File: config.mk
export PLATFORM = sky130hd
export DESIGN_NAME = btn_conditioner
export DESIGN_NICKNAME = d
export VERILOG_FILES = /design/src/rtl/btn_conditioner.sv
export SDC_FILE = /design/constraint.sdc
export NUM_CORES = 1
export LEC_CHECK = 0
export CAP_MARGIN = 10
export CELL_PAD_IN_SITES_DETAIL_PLACEMENT = 2
export CELL_PAD_IN_SITES_GLOBAL_PLACEMENT = 2
export CORE_UTILIZATION = 41
export DETAILED_ROUTE_END_ITERATION = 10
export PLACE_DENSITY = 0.88
export SLEW_MARGIN = 20
export SYNTH_ARGS = -nofsm -noshare
export SYNTH_HDL_FRONTEND = slang
export SYNTH_SLANG_ARGS = --single-unit
export TNS_END_PERCENT = 20
File: constraint.sdc
create_clock -name clk_i -period 4.4 [get_ports clk_i]
set_clock_uncertainty 0.15 [all_clocks]
set_input_delay 0.66 -clock clk_i [delete_from_list [all_inputs] [get_ports clk_i]]
set_output_delay 0.66 -clock clk_i [all_outputs]
set_load 0.005 [all_outputs]
File: src/rtl/btn_conditioner.sv
// Button conditioning: 2-FF synchroniser, counter debouncer, edge pulses and
// an auto-repeat step generator per channel, all in the vga_clk domain.
module btn_conditioner #(
    parameter int unsigned N_BTN        = 4,
    parameter int unsigned DEBOUNCE_CYC = 250000,
    parameter int unsigned REPEAT_DELAY = 12500000,
    parameter int unsigned REPEAT_RATE  = 2500000
) (
    input  logic             clk_i,
    input  logic             resetn_i,
    input  logic [N_BTN-1:0] btn_i,
    input  logic [N_BTN-1:0] repeat_en_i,
    output logic [N_BTN-1:0] btn_level_o,
    output logic [N_BTN-1:0] btn_press_o,
    output logic [N_BTN-1:0] btn_release_o,
    output logic [N_BTN-1:0] btn_step_o
);

    localparam int unsigned CNT_W   = $clog2(DEBOUNCE_CYC + 1);
    localparam int unsigned TMR_MAX = (REPEAT_DELAY > REPEAT_RATE) ? REPEAT_DELAY : REPEAT_RATE;
    localparam int unsigned TMR_W   = $clog2(TMR_MAX + 1);

    localparam logic [CNT_W-1:0] CNT_LAST   = CNT_W'(DEBOUNCE_CYC - 1);
    localparam logic [TMR_W-1:0] DELAY_LAST = TMR_W'(REPEAT_DELAY - 1);
    localparam logic [TMR_W-1:0] RATE_LAST  = TMR_W'(REPEAT_RATE - 1);

    typedef enum logic [1:0] {StIdle, StDelay, StRepeat} state_e;

    logic [N_BTN-1:0] s1_q, s1_d, s2_q, s2_d;
    logic [N_BTN-1:0] level_q, level_d;
    logic [N_BTN-1:0] press_q, press_d;
    logic [N_BTN-1:0] release_q, release_d;
    logic [N_BTN-1:0] step_q, step_d;
    logic [CNT_W-1:0] cnt_q [N_BTN];
    logic [CNT_W-1:0] cnt_d [N_BTN];
    logic [TMR_W-1:0] timer_q [N_BTN];
    logic [TMR_W-1:0] timer_d [N_BTN];
    state_e           state_q [N_BTN];
    state_e           state_d [N_BTN];

    always_ff @(posedge clk_i) begin
        if (!resetn_i) begin
            s1_q      <= '0;
            s2_q      <= '0;
            level_q   <= '0;
            press_q   <= '0;
            release_q <= '0;
            step_q    <= '0;
            for (int i = 0; i < N_BTN; i++) begin
                cnt_q[i]   <= '0;
                timer_q[i] <= '0;
                state_q[i] <= StIdle;
            end
        end else begin
            s1_q      <= s1_d;
            s2_q      <= s2_d;
            level_q   <= level_d;
            press_q   <= press_d;
            release_q <= release_d;
            step_q    <= step_d;
            for (int i = 0; i < N_BTN; i++) begin
                cnt_q[i]   <= cnt_d[i];
                timer_q[i] <= timer_d[i];
                state_q[i] <= state_d[i];
            end
        end
    end

    // Debouncer; press_d/release_d double as the FSM's press/release events.
    always_comb begin
        s1_d      = btn_i;
        s2_d      = s1_q;
        level_d   = level_q;
        press_d   = '0;
        release_d = '0;
        for (int i = 0; i < N_BTN; i++) begin
            cnt_d[i] = '0;
            if (s2_q[i] != level_q[i]) begin
                if (cnt_q[i] == CNT_LAST) begin
                    level_d[i]   = s2_q[i];
                    press_d[i]   = s2_q[i];
                    release_d[i] = ~s2_q[i];
                end else begin
                    cnt_d[i] = cnt_q[i] + 1'b1;
                end
            end
        end
    end

    // Repeat FSM next state; release wins over a coinciding repeat.
    always_comb begin
        for (int i = 0; i < N_BTN; i++) begin
            state_d[i] = state_q[i];
            timer_d[i] = timer_q[i];
            unique case (state_q[i])
                StIdle: begin
                    timer_d[i] = '0;
                    if (press_d[i]) state_d[i] = StDelay;
                end
                StDelay: begin
                    if (release_d[i]) begin
                        state_d[i] = StIdle;
                        timer_d[i] = '0;
                    end else if (!repeat_en_i[i]) begin
                        timer_d[i] = '0;
                    end else if (timer_q[i] == DELAY_LAST) begin
                        state_d[i] = StRepeat;
                        timer_d[i] = '0;
                    end else begin
                        timer_d[i] = timer_q[i] + 1'b1;
                    end
                end
                StRepeat: begin
                    if (release_d[i]) begin
                        state_d[i] = StIdle;
                        timer_d[i] = '0;
                    end else if (!repeat_en_i[i] || timer_q[i] == RATE_LAST) begin
                        timer_d[i] = '0;
                    end else begin
                        timer_d[i] = timer_q[i] + 1'b1;
                    end
                end
                default: begin
                    state_d[i] = StIdle;
                    timer_d[i] = '0;
                end
            endcase
        end
    end

    always_comb begin
        step_d = '0;
        for (int i = 0; i < N_BTN; i++) begin
            unique case (state_q[i])
                StIdle:   step_d[i] = press_d[i];
                StDelay:  step_d[i] = !release_d[i] && repeat_en_i[i] &&
                                      (timer_q[i] == DELAY_LAST);
                StRepeat: step_d[i] = !release_d[i] && repeat_en_i[i] &&
                                      (timer_q[i] == RATE_LAST);
                default:  step_d[i] = 1'b0;
            endcase
        end
    end

    assign btn_level_o   = level_q;
    assign btn_press_o   = press_q;
    assign btn_release_o = release_q;
    assign btn_step_o    = step_q;

endmodule

==> flow_summary.json <==
{
  "num_antenna_cells": 0,
  "ys.flop_type": "dfxtp_1",
  "hpwl_um": 17100,
  "power_density_nw_per_um2": 337,
  "grt_use_total_pct": 23.8,
  "synth-compound-area-share_pct": 4.83,
  "crit_chain": "ha_1 > and4_1 > nand3_1 > o21a_1 > o21ai_2 > nor3_1",
  "status": "finished, final reports clean",
  "worst_ep_required_time_ps": 4530,
  "rows": 54,
  "vias_per_cell": 5.66,
  "drc": 0,
  "p_leak_nw": 3.18,
  "synth.yosys.seq_area_share_pct": 42.8,
  "post-place-ws_ps": 1320,
  "cts_resized": 0,
  "crit_path_end_kind": "flop",
  "clkTransAtPathRegs_ps": 80,
  "clkLatencyLatePin_ps": 460,
  "min_path_type": "flop to flop",
  "synth_top_family_by_area": "simple AND/OR/NAND/NOR gates",
  "regArea_um2": 4000,
  "fillers": 2411,
  "synth-edff-count": 0,
  "place_congestion": 0.772,
  "grt_max_degree": 43,
  "areaGrowthSynthToFinish_pct": 11.8,
  "peakVddDrop_uv": 207,
  "route.detailed.wl_per_inst_um": 19.1,
  "final_layout_size_suffix_gt1_share_pct": 4.12,
  "critical_path.n_buffers_inverters": 0,
  "synthArstFlopShare_pct": 0,
  "ys_warn_count": 0,
  "ant_nets": 0,
  "htree_levels": 4,
  "rsz0062_at_grt": "false",
  "cpPeakStageDelay_ps": 860,
  "multi_input_area_um2": 5060,
  "min-delay-start": "s1_q[0]$_SDFF_PN0_",
  "place_area_um2": 9850,
  "muxShareOfSynthArea_pct": 0.549,
  "synth_area_leader_cell": "dfxtp_1",
  "synth.distinct_cells": 61,
  "syn_area_um2": 9350,
  "drv_slew": 0,
  "crit_family": "compound AO/OA/AOI/OAI gates",
  "cts_buffers": 17,
  "cts.sinks": 200,
  "synth.area.top_cells": "dfxtp_1 (43%), xnor2_1 (9.3%), nor2_1 (7.1%)",
  "maxCapViolations": 0,
  "start_util_pct": 42.3,
  "synth_nets": 1119,
  "finalSetupViolCount": 0,
  "dr_total_vias": 7914,
  "grt_first_pass_wirelength_um": 44800,
  "fp.coreArea_um2": 22100,
  "cp_data_arrival_time_ps": 2900,
  "crit_slowest_cell": "o21ai_2",
  "critPathMaxFanout": 24,
  "syn_inst": 1085,
  "hold_ws_ps": 288,
  "relSlewSlack_pct": 26.8,
  "fin_area_um2": 10500,
  "cts_setup_buffers": 0,
  "synth_top_area_share_pct": 42.8,
  "final_util_pct": 47.3,
  "root_buffer": "clkbuf_16",
  "antenna_found_initial": 1,
  "yosys.area_share.xor_xnor_pct": 13.9,
  "die_x_um": 153,
  "routed_wl_um": 26700,
  "tns_ps": 0,
  "grt_pass1_vias": 8785,
  "io_pins": 26,
  "rr_startpoint": "timer_q[0][0]$_SDFF_PN0_",
  "synthSimpleGateAreaFrac_pct": 31.5,
  "cts_buffer_depth": 2,
  "die_area_um2": 23400,
  "critPathLaunch": "timer_q[0][0]$_SDFF_PN0_",
  "cts_tree": "done",
  "avgSynthCellArea_um2": 8.62,
  "nets": 1139,
  "setup_ws_ps": 1620,
  "hold_viol": 0,
  "portBuffers": 25,
  "holdBufCountCts": 0,
  "max_freq_mhz": 360,
  "start_kind": "flop",
  "grt-ovfl-total": 0,
  "synth-seq-cells": 200,
  "drtIter0Drc": 316,
  "synth_fa_ha_area_share_pct": 3.21,
  "die_h_um": 153,
  "worst_slew_pin_slew_ps": 1100,
  "path_class": "flop to flop",
  "period_share_pct": 63.1,
  "period_minus_slack_ps": 2780,
  "drtPass1Iterations": 6
}
-- through the flow --
stage / total power, mW / cells
finish: 3.52 / 1397
global route: 3.62 / 1397
CTS: 3.56 / 1397
detailed placement: 1.90 / 1366
global placement: 1.89 / 1366
floorplan: 1.88 / 1085
-- path summary, 6_finish.rpt --
path / slack, ps / cells after the start / to
max reg2reg: 1620 / 6 / timer_q[0][1]$_SDFF_PN0_
max: 1620 / 6 / timer_q[0][1]$_SDFF_PN0_
min: 290 / 1 / s2_q[0]$_SDFF_PN0_
min reg2reg: 290 / 1 / s2_q[0]$_SDFF_PN0_
-- worst register-to-register path, stage by stage, from the launching register on --
cell and delay [ps]:
dfxtp_1 390, ha_1 240, and4_1 370, nand3_1 200, o21a_1 240, o21ai_2 860, nor3_1 160
-- cell usage in the layout (no fill, tap or decap), types with 10 or more instances in the layout --
cell type          n
nand2_1           63
ha_1              24
nor4_1            31
a21oi_1           11
nor4b_1           10
inv_1             45
nand4_1           35
dfxtp_1          200
and3_1            30
nor3_1            71
nor2_1           178
xnor2_1           99
o21ai_0           14
and4_1            15
clkbuf_16         17
nand3_1           67
xor2_1            49
and2_1            21
clkdlybuf4s50_1   25
-- Yosys cell counts (all sizes together) (10+ instances only) --
library cell  instances
buf                  10
nor3                 72
and2                 21
ha                   24
nand3                67
xor2                 49
nand2                63
clkbuf               17
nor4                 31
o21ai                15
nor2                178
xnor2                99
nand4                35
a21oi                11
and4                 15
inv                  45
dfxtp               200
nor4b                10
and3                 30
-- report_power, final --
group          switching [mW]  internal, mW
clock network           0.767         0.899
registers             0.00294          1.81
logic                  0.0257        0.0138
total                   0.795          2.73
-- registers in the layout, summed over array words and instances (netlist names) --
name	flops
cnt_q	72
timer_q	96
btn_step_o	4
s1_q	4
btn_release_o	4
btn_level_o	4
state_q	8
s2_q	4
btn_press_o	4
-- per-layer routing --
layer / wire length [um] / up-vias / GRT usage, %
met5: 13 / - / 0
met4: 642 / 2 / 9.81
met3: 540 / 45 / 4.08
met2: 14000 / 83 / 44.1
met1: 11600 / 3988 / 26.7
li1: - / 3796 / -
-- kinds of logic after synthesis --
kind of cell	Yosys count
flip-flops	200
XOR/XNOR	148
buffers and inverters	73
AND/OR/NAND/NOR	572
adder cells (fa/ha/maj)	24
AO/OA/AOI/OAI	63
multiplexers	5
-- cell type report --
type                       count  share of cell area [%]
clock buffer                  17                    4.07
multi-input combinational    812                    48.4
tap                          280                    3.35
inverter                      46                    1.65
sequential                   200                    38.3
clock inverter                14                    1.65
timing repair buffer          28                    2.61
Note: power is estimated with default switching activity, not from simulation.
==> patch, RTL diff (config.mk and constraints unchanged) <==
Take the reset off `s2_q` and load it in a clocked block of its own.
--- a/src/rtl/btn_conditioner.sv
+++ b/src/rtl/btn_conditioner.sv
@@ -41,7 +41,6 @@
     always_ff @(posedge clk_i) begin
         if (!resetn_i) begin
             s1_q      <= '0;
-            s2_q      <= '0;
             level_q   <= '0;
             press_q   <= '0;
             release_q <= '0;
@@ -53,7 +52,6 @@
             end
         end else begin
             s1_q      <= s1_d;
-            s2_q      <= s2_d;
             level_q   <= level_d;
             press_q   <= press_d;
             release_q <= release_d;
@@ -64,6 +62,10 @@
                 state_q[i] <= state_d[i];
             end
         end
+    end
+
+    always_ff @(posedge clk_i) begin
+        s2_q <= s2_d;
     end
 
     // Debouncer; press_d/release_d double as the FSM's press/release events.
Check against the original RTL: no difference found for any inputs over 4 cycles, from zero or initial values and one cycle with resetn_i low; that may be too few to reach the edited logic, so the function may still have changed.
==> patch against the unedited design <==
- routed wire length shrank 7.5%
- highest routed layer is now met4
- count of clock-buffer cells in the layout rose by 2
- utilization is 0.84 points lower
- sequential power is essentially flat
- largest cell class unchanged
- critical endpoint is now timer_q[2][23]$_SDFF_PN0_
- worst setup slack worse by 0.020 ns
- area after synthesis is 3.1% lower
- sequential cell count stayed put
- power fell by 2.5%
- die area decreased by 3.1%
- design area decreased by 3.3%
- largest power group unchanged
==> patch: results (changes against the unedited design) <==
- Status: complete, no violations
- Buffers on Ports: 25 (unchanged)
- Placed Cells: 1324 (-3.1%)
- Part of the power in the clock network: 45.8% (-1.5 points)
- H-tree depth: 4 (unchanged)
- Iter 0 DRT Violations: 203 (-36%)
- Largest regs: timer_q: 96 flops, cnt_q: 72 flops, state_q: 8 flops
- Tot GR Track Use: 22.7% (-1.0 points)
- Max VDD drop: 0.230 mV (+11%)
- Combinational power share: 1.2%
- Fraction of layout cells with a size suffix above 1: 4.55% (+0.44 points)
- Worst Hold Class: reg2reg
- LEAKAGE: 0.00323 uW (+1.7%)
- Sequential share of the synthesized area: 44.2% (+1.4 points)
- CTS root buf: clkbuf_16
- Clock-pin slew on the worst setup and hold paths: 0.08 ns (about the same)
- First-pass GRT wire length: 40500 um (-9.6%)
- Final GP Congestion: 0.724 (-6.2%)
- Cell Area, Synth: 9060 sq um (-3.1%)
- Mean Syn Cell Area: 8.72 sq um (+1.2%)
- Vias per inst: 5.45 (-3.9%)
- Initial antenna violation count: 0 (-1)
- Hold-critical path endpoint: s2_q[0]$_DFF_P_
- Largest stage delay, worst path: 0.74 ns (-0.12 ns)
- HPWL Detailed: 16500 um (-3.1%)
- Post-synth cell types: 57 (-6.6%)
- YS warnings: 0 (unchanged)
- R2R setup slack: 1.60 ns (-0.02 ns)
- CP max-delay cell: nor4_1
- WHS: 0.182 ns (-0.107 ns)
- Most instantiated cells after synthesis: 215 x nor2_1, 200 x dfxtp_1, 86 x xor2_1
- CTS Buffer Depth: 2 (unchanged)
- RR Endpoint: timer_q[2][23]$_SDFF_PN0_
- Internal power: 2640 uW (-3.0%)
- Worst slew pin tran: 0.974 ns (-0.125 ns)
- Routed vias: 7384 (-6.7%)
- Hold Buf Count CTS: 0 (unchanged)
- Crit path from: cnt_q[2][4]$_SDFF_PP0_
- Post-Syn Nets: 1073 (-4.1%)
- Worst EP arrival: 2.96 ns (+0.06 ns)
- Top cell family by delay on the critical path: simple AND/OR/NAND/NOR gates
- Pin count of the biggest net entering global routing: 25 (-42%)
- Design Power: 3430 uW (-2.5%)
- Vias in the first global route: 8003 (-8.9%)
- First-pass DRT Iterations: 4 (-2)
- Hold path cells: 0 (-1)
- Largest cells by area after synthesis: dfxtp_1 44%, nor2_1 8.9%, xor2_1 8.3%, xnor2_1 5.7%, nand2_1 3.4%
- Wire per inst: 18.2 um (-4.7%)
- Clk Latency, worst-skew pair: 0.45 ns
- Fillcell total: 2387 (-1.0%)
## patch: logic make-up after synthesis
group	count (synthesis)	share of synthesized area, %
DFF	200	44.2
xor gates and xnor gates	145	14.0
adders and majority gates	24	3.31
and+or+nand+nor	563	31.2
AOI/OAI and AO/OA	52	3.85
muxes	6	0.663
buffers and inverters	49	2.73
## patch: layout make-up
| cell class | instances | area (sq um) | area share, % |
|---|---|---|---|
| tap | 280 | 350 | 3.46 |
| multi-input combinational | 790 | 4810 | 47.6 |
| timing repair buffer | 28 | 273 | 2.70 |
| clock inverter | 13 | 136 | 1.35 |
| sequential | 200 | 4000 | 39.6 |
| inverter | 26 | 97.6 | 0.965 |
| clock buffer | 19 | 443 | 4.38 |
## patch: worst max-delay path by stage
stage | endpoint | slack [ns] | cells after the start
2_1_floorplan | timer_q[3][17]$_SDFF_PN0_ | 2.25 | 8
3_3_place_gp | cnt_q[0][10]$_SDFF_PP0_ | 1.55 | 4
3_5_place_dp | cnt_q[2][13]$_SDFF_PP0_ | 1.45 | 5
4_1_cts | timer_q[2][23]$_SDFF_PN0_ | 1.58 | 6
5_1_grt | timer_q[2][5]$_SDFF_PN0_ | 1.45 | 6
6_report | timer_q[2][23]$_SDFF_PN0_ | 1.60 | 6
## patch: per-layer routing
metal / track usage, % / wire length (um) / up-vias
li1: - / - / 3591
met1: 25.9 / 10900 / 3693
met5: 0 / 0 / -
met2: 42.0 / 12700 / 61
met4: 8.70 / 518 / 0
met3: 3.94 / 544 / 39
## patch: stage by stage
step | worst slack (ns) | area, sq um
after detailed placement | 1.45 | 9530
final | 1.60 | 10100
after CTS | 1.58 | 10100
after floorplan | 2.25 | 9060
after global routing | 1.45 | 10100
after global placement | 1.55 | 9530
